**src/rtl/mem_access_pkg.sv**
```systemverilog
`default_nettype none
// ============================================================================
// Module      : mem_access_pkg
// Description : Shared types and constants for the byte-serial memory access
//               stage: FSM state encoding, funct3 size/sign codes and small
//               helpers that decode transfer length and align load data.
// Revision    : 1.0 - initial release
// ============================================================================
package mem_access_pkg;

    // Memory-stage sequencing states.
    typedef enum logic [1:0] {
        ST_IDLE  = 2'd0,
        ST_STORE = 2'd1,
        ST_LOAD  = 2'd2,
        ST_WB    = 2'd3
    } state_t;

    // funct3 size/sign codes for loads and stores.
    localparam logic [2:0] F3_B  = 3'b000;
    localparam logic [2:0] F3_H  = 3'b001;
    localparam logic [2:0] F3_W  = 3'b010;
    localparam logic [2:0] F3_BU = 3'b100;
    localparam logic [2:0] F3_HU = 3'b101;

    // Index of the last byte of a transfer: x00 -> 1 byte, x01 -> 2 bytes,
    // everything else (W and the undefined codes) -> 4 bytes.
    function automatic logic [1:0] last_byte_idx(input logic [2:0] funct3);
        logic [1:0] idx;
        case (funct3[1:0])
            2'b00:   idx = 2'd0;
            2'b01:   idx = 2'd1;
            default: idx = 2'd3;
        endcase
        return idx;
    endfunction

    // Load bytes enter the shift register from the top, so a short load ends
    // up in the upper bytes; move it down to bit 0 before extension.
    function automatic logic [31:0] align_load(input logic [31:0] shreg,
                                               input logic [1:0]  last_idx);
        logic [31:0] raw;
        case (last_idx)
            2'd0:    raw = {24'h000000, shreg[31:24]};
            2'd1:    raw = {16'h0000, shreg[31:16]};
            default: raw = shreg;
        endcase
        return raw;
    endfunction

endpackage : mem_access_pkg
`default_nettype wire

```
**src/rtl/mem_access_load_ext.sv**
```systemverilog
`default_nettype none
// ============================================================================
// Module      : load_ext
// Description : Combinational sign/zero extension of raw load data according
//               to the funct3 size/sign code.
// Revision    : 1.0 - initial release
// ============================================================================
module load_ext
    import mem_access_pkg::*;
(
    input  logic [31:0] raw,
    input  logic [2:0]  funct3,
    output logic [31:0] result
);

    // Extend byte/halfword loads; word and undefined codes pass unchanged.
    always_comb begin
        result = raw;
        case (funct3)
            F3_B:    result = {{24{raw[7]}}, raw[7:0]};
            F3_H:    result = {{16{raw[15]}}, raw[15:0]};
            F3_BU:   result = {24'h000000, raw[7:0]};
            F3_HU:   result = {16'h0000, raw[15:0]};
            default: result = raw;
        endcase
    end

endmodule : load_ext
`default_nettype wire

```
**src/rtl/mem_access.sv**
```systemverilog
`default_nettype none
// ============================================================================
// Module      : mem_access
// Description : Memory-access pipeline stage driving a byte-wide RAM. Loads
//               and stores of 1/2/4 bytes are serialised one byte per cycle
//               (little-endian); ALU results pass straight to writeback.
//               The pipeline is stalled in every state except IDLE.
// Revision    : 1.0 - initial release
// ============================================================================
module mem_access
    import mem_access_pkg::*;
(
    input  logic        clk,
    input  logic        rst,
    // request from the EX latch
    input  logic        req_valid_i,
    output logic        req_ready_o,
    input  logic        is_load_i,
    input  logic        is_store_i,
    input  logic [2:0]  mem_op_type_i,
    input  logic [31:0] wdata_i,
    input  logic [31:0] mem_w_data_i,
    input  logic [4:0]  wd_i,
    input  logic        wreg_i,
    // byte-wide RAM port
    output logic [31:0] ram_a_o,
    output logic [7:0]  ram_dout_o,
    output logic        ram_wr_o,
    input  logic [7:0]  ram_din_i,
    // writeback
    output logic        wb_valid_o,
    output logic [4:0]  wd_o,
    output logic        wreg_o,
    output logic [31:0] wdata_o,
    output logic        stall_o
);

    state_t      state;
    state_t      state_next;

    // Captured request.
    logic        is_load_q;
    logic [2:0]  funct3_q;
    logic [1:0]  last_idx;
    logic [31:0] addr_q;
    logic [4:0]  wd_q;
    logic        wreg_q;

    // Byte counter and "all load addresses issued" flag.
    logic [1:0]  cnt;
    logic        addr_done;

    // Store data shifts out of the bottom; load data shifts in at the top.
    logic [31:0] shreg;

    logic        accept;
    logic        sample;
    logic [31:0] load_result;
    logic [31:0] byte_addr;

    assign byte_addr = addr_q + {30'd0, cnt};

    load_ext u_load_ext (
        .raw    (align_load(shreg, last_idx)),
        .funct3 (funct3_q),
        .result (load_result)
    );

    // State register; reset aborts any transfer immediately.
    always_ff @(posedge clk or negedge rst) begin
        if (!rst) begin
            state <= ST_IDLE;
        end else begin
            state <= state_next;
        end
    end

    // Next-state decode and all Moore outputs, so reset clears them at once.
    always_comb begin
        state_next  = state;
        accept      = 1'b0;
        sample      = 1'b0;
        req_ready_o = 1'b0;
        stall_o     = 1'b1;
        ram_wr_o    = 1'b0;
        ram_a_o     = 32'h0000_0000;
        ram_dout_o  = 8'h00;
        wb_valid_o  = 1'b0;
        wd_o        = 5'd0;
        wreg_o      = 1'b0;
        wdata_o     = 32'h0000_0000;
        case (state)
            ST_IDLE: begin
                req_ready_o = 1'b1;
                stall_o     = 1'b0;
                if (req_valid_i) begin
                    accept = 1'b1;
                    if (is_store_i) begin
                        state_next = ST_STORE;
                    end else if (is_load_i) begin
                        state_next = ST_LOAD;
                    end else begin
                        state_next = ST_WB;
                    end
                end
            end
            ST_STORE: begin
                ram_wr_o   = 1'b1;
                ram_a_o    = byte_addr;
                ram_dout_o = shreg[7:0];
                if (cnt == last_idx) begin
                    state_next = ST_WB;
                end
            end
            ST_LOAD: begin
                // One cycle after the first address every cycle returns a
                // byte; the final cycle only collects the last byte.
                if (!addr_done) begin
                    ram_a_o = byte_addr;
                end
                sample = (cnt != 2'd0) || addr_done;
                if (addr_done) begin
                    state_next = ST_WB;
                end
            end
            ST_WB: begin
                wb_valid_o = 1'b1;
                wd_o       = wd_q;
                wreg_o     = wreg_q;
                wdata_o    = is_load_q ? load_result : addr_q;
                state_next = ST_IDLE;
            end
            default: begin
                state_next = ST_IDLE;
            end
        endcase
    end

    // Request capture, byte counting and data shifting.
    always_ff @(posedge clk or negedge rst) begin
        if (!rst) begin
            is_load_q <= 1'b0;
            funct3_q  <= 3'b000;
            last_idx  <= 2'd0;
            addr_q    <= 32'h0000_0000;
            wd_q      <= 5'd0;
            wreg_q    <= 1'b0;
            cnt       <= 2'd0;
            addr_done <= 1'b0;
            shreg     <= 32'h0000_0000;
        end else if (accept) begin
            is_load_q <= is_load_i && !is_store_i;
            funct3_q  <= mem_op_type_i;
            last_idx  <= last_byte_idx(mem_op_type_i);
            addr_q    <= wdata_i;
            wd_q      <= wd_i;
            // Stores never write back and x0 is never written.
            wreg_q    <= wreg_i && (wd_i != 5'd0) && !is_store_i;
            cnt       <= 2'd0;
            addr_done <= 1'b0;
            shreg     <= mem_w_data_i;
        end else if (state == ST_STORE) begin
            shreg <= {8'h00, shreg[31:8]};
            cnt   <= cnt + 2'd1;
        end else if (state == ST_LOAD) begin
            if (sample) begin
                shreg <= {ram_din_i, shreg[31:8]};
            end
            if (!addr_done) begin
                if (cnt == last_idx) begin
                    addr_done <= 1'b1;
                end else begin
                    cnt <= cnt + 2'd1;
                end
            end
        end
    end

endmodule : mem_access
`default_nettype wire

```
**config.mk**
```make
export PLATFORM = sky130hd
export DESIGN_NAME = mem_access
export DESIGN_NICKNAME = d
export VERILOG_FILES = /design/src/rtl/mem_access_pkg.sv /design/src/rtl/mem_access_load_ext.sv /design/src/rtl/mem_access.sv
export SDC_FILE = /design/constraint.sdc
export NUM_CORES = 1
export LEC_CHECK = 0
export ABC_AREA = 1
export BUFFER_PORTS_ARGS = -buffer_cell sky130_fd_sc_hd__buf_2
export CAP_MARGIN = 40
export CORE_ASPECT_RATIO = 0.9
export CORE_UTILIZATION = 50
export DETAILED_ROUTE_END_ITERATION = 8
export PLACE_DENSITY = 0.76
export SETUP_SLACK_MARGIN = 0.1
export SLEW_MARGIN = 20
export SYNTH_ARGS = -nofsm -noshare
export SYNTH_HDL_FRONTEND = slang
export SYNTH_SLANG_ARGS = --single-unit
```
**constraint.sdc**
```tcl
create_clock -name clk -period 2.6 [get_ports clk]
set_input_delay 0 -clock clk [delete_from_list [all_inputs] [get_ports clk]]
set_output_delay 0 -clock clk [all_outputs]
set_load 0.01 [all_outputs]
```
==> run metrics <==
Area Growth Syn to Fin 36.3%; initial antenna violation count 0; Post-Synthesis Net Count 920; final core occ a little over two thirds; sequential share of the synthesized area approximately 36%; IO Port Bufs 167; # DRC 0; core area 10,800 sq um; Max clock buf depth 2; CP cell instances inv_2 > nand3_1 > nand2_1 > a21oi_2 > nand2_4 > nand3_1 > a21oi_1 > buf_2; WP data required 2.60 ns; first-pass GRT wire length 30,200 um; CTS tree done; die height 102 um; critical path type reg2out; via count 6,549; Comb pwr share a little over half; gpl congestion 0.912; Yosys top cell by area dfrtp_1; clock share of power between 10% and 20%; clk slew on worst S/H paths 0.06 ns; FF+latch count, synth slightly above 80; switching share of power 50.6%; number of buffers created by CTS 9; Max Cap Viol 0; layout cells sized above 1 21.3%; Final setup viols 0; Slew @ Worst Pin 0.696 ns; FMAX approximately 430 MHz; Die Wd 113 um; CP max stage delay 0.52 ns; Worst path most repeated cell nand3_1; Syn Area/Cell approximately 6.7 sq um; RSZ-0062 raised after global routing no; WL per Instance 16.0 um; Hold Vio Cnt, Final 0; post-synthesis cell type count 39; Post-synth EDFFs 0; Overflow after GRT 0; Startpoint Class flop; Vias/cell 5.50; clk root buf clkbuf_16; most common cell in the netlist nand2_1; Slew Viols, Final 0; H-tree depth 3; Worst Setup Slack, final 0.292 ns; number of global-route vias before repair 6,047; DP Worst Slack slightly below 0.5 ns; Cell Int Power 4330 uW; iteration-0 DRC count of the detailed router around 550; YS warnings 0; first-pass iteration count of the detailed router 8; largest net degree at the start of global routing 84; Tmin final 2.31 ns; io pins about 170; Power Dens Cells 1160 nW/um^2; sw power 4440 uW; Layout Skew 0.00666 ns; synth top area cells dfrtp_1 (36%), nand2_1 (15%), o21ai_0 (7.7%), inv_1 (6.1%), nor2_1 (6.0%); outcome complete, no violations; Syn Std Cell Area roughly 5600 sq um; predominant post-synthesis flop cell dfrtp_1; antenna-violating nets left 0; async set-reset flop share out of synthesis 100%; post-synth top area share 36.5%; worst skew pair latency 0.34 ns; GR Util All Layers about 34%; Crit. End Element output pin; leakage 0.00386 uW; ANT cells 0; clk sinks 81; Std-Cell Rows 36; Commonest cells post-synth nand2_1 (226), inv_1 (91), nor2_1 (89), o21ai_0 (86), dfrtp_1 (81); Starting Density 51.4%; Tcrit/Tclk final between 80% and 90%; sequential share of power 30.1%; crit path DAT 2.31 ns; worst min path class in2reg; Mapped Cells 826; Crit-path slowest cell dfrtp_1; Max rail drop VDD 0.831 mV; slew margin rel. 53.6%; final net count 1,147; CP max FO 30; final wirelength 19,000 um; Die Area between 10,000 and 15,000 sq um; HPWL after DPL 13,000 um; setup TNS 0 ns
-- metrics by stage --
step / hold slack [ns] / cell area, sq um / cells / total power (uW)
global route: 0.0586 / 7580 / 1191 / 9510
global placement: 0.0772 / 6410 / 1090 / 7060
finish: 0.0333 / 7580 / 1191 / 8770
floorplan: -0.296 / 5560 / 826 / 5770
detailed placement: 0.0773 / 6410 / 1090 / 7160
CTS: 0.0339 / 7560 / 1191 / 8650
-- registers in the layout (all words and copies together), names as in the netlist, 2 cells and up --
register and flops:
addr_q 32, shreg 32, wd_q 5, funct3_q 3, cnt 2, last_idx 2, state 2
-- layer usage --
| metal | part of all wire [%] | GRT usage, % | wire, um | up-vias |
|---|---|---|---|---|
| met2 | 45 | 54.1 | 8560 | 360 |
| met4 | 2.8 | 13.1 | 524 | 0 |
| met1 | 44 | 46.1 | 8340 | 2968 |
| met3 | 8.5 | 6.52 | 1610 | 53 |
| met5 | 0 | 0 | 0 | - |
| li1 | - | - | - | 3168 |
-- cell type report --
type | count | area, sq um
well taps | 133 | 166
multi-input cells | 607 | 2960
clock buffers | 9 | 225
inverters | 95 | 362
fillers | 912 | 3230
clock inverters | 7 | 77.6
flip-flops and latches | 81 | 2030
repair buffers | 259 | 1760
-- worst max-delay path, delay by kind of cell, from the launching register on --
kind	cells	cell delay [ns]
AO/OA/AOI/OAI	2	0.31
buffers and inverters	2	0.56
flip-flops	1	0.52
AND/OR/NAND/NOR	4	0.57
-- final timing paths --
kind,cells after the start,slack [ns],endpoint,from
max,8,0.29,wdata_o[17],last_idx[1]
min,4,0.03,state[1],req_valid_i
max reg2reg,8,0.32,shreg[25],state[0]
min reg2reg,2,0.49,wd_q[4],wd_q[4]
max in group asynchronous,3,1.62,shreg[24],rst
min in group asynchronous,2,0.23,shreg[7],rst
-- power by group through the flow --
stage          registers, uW  clock network [uW]  logic, uW
6_report                2640                1320       4820
5_1_grt                 2720                1380       5410
4_1_cts                 2610                1330       4710
3_5_place_dp            2620                   0       4540
3_3_place_gp            2620                   0       4440
2_1_floorplan           2320                   0       3450
-- repair_timing --
action                                 4_1_cts  5_1_grt
setup buffers                                0        0
setup endpoints to repair                    0       29
gates resized for setup                      0        6
hold buffers                                85        0
endpoints found under the hold margin      127        0
-- cell usage in the layout (no fill, tap or decap), types with 2 or more instances in the layout --
master	n
inv_1	91
inv_2	2
nand2_2	7
nor2_4	4
a21oi_1	58
dfrtp_1	81
clkbuf_16	9
ha_1	6
a22oi_1	8
nor2_1	88
inv_6	2
o211ai_1	20
a21oi_2	2
o22ai_1	7
nand2_1	226
nor2_2	7
nand3_1	35
inv_4	2
nor3_1	4
o221ai_1	7
o21a_1	2
nand4_1	10
buf_4	6
clkinvlp_4	4
buf_2	166
dlygate4sd3_1	85
o21ai_1	3
o21ai_0	86
a31oi_1	10
a211oi_1	2
nand2_4	2
nand3_2	4
-- cells by family after synthesis --
family | synth area share (%)
and+or+nand+nor | 30.0
AOI/OAI and AO/OA | 21.2
buffers and inverters | 10.4
adders and majority gates | 1.94
DFF | 36.5
(Power assumes the default switching activity.)
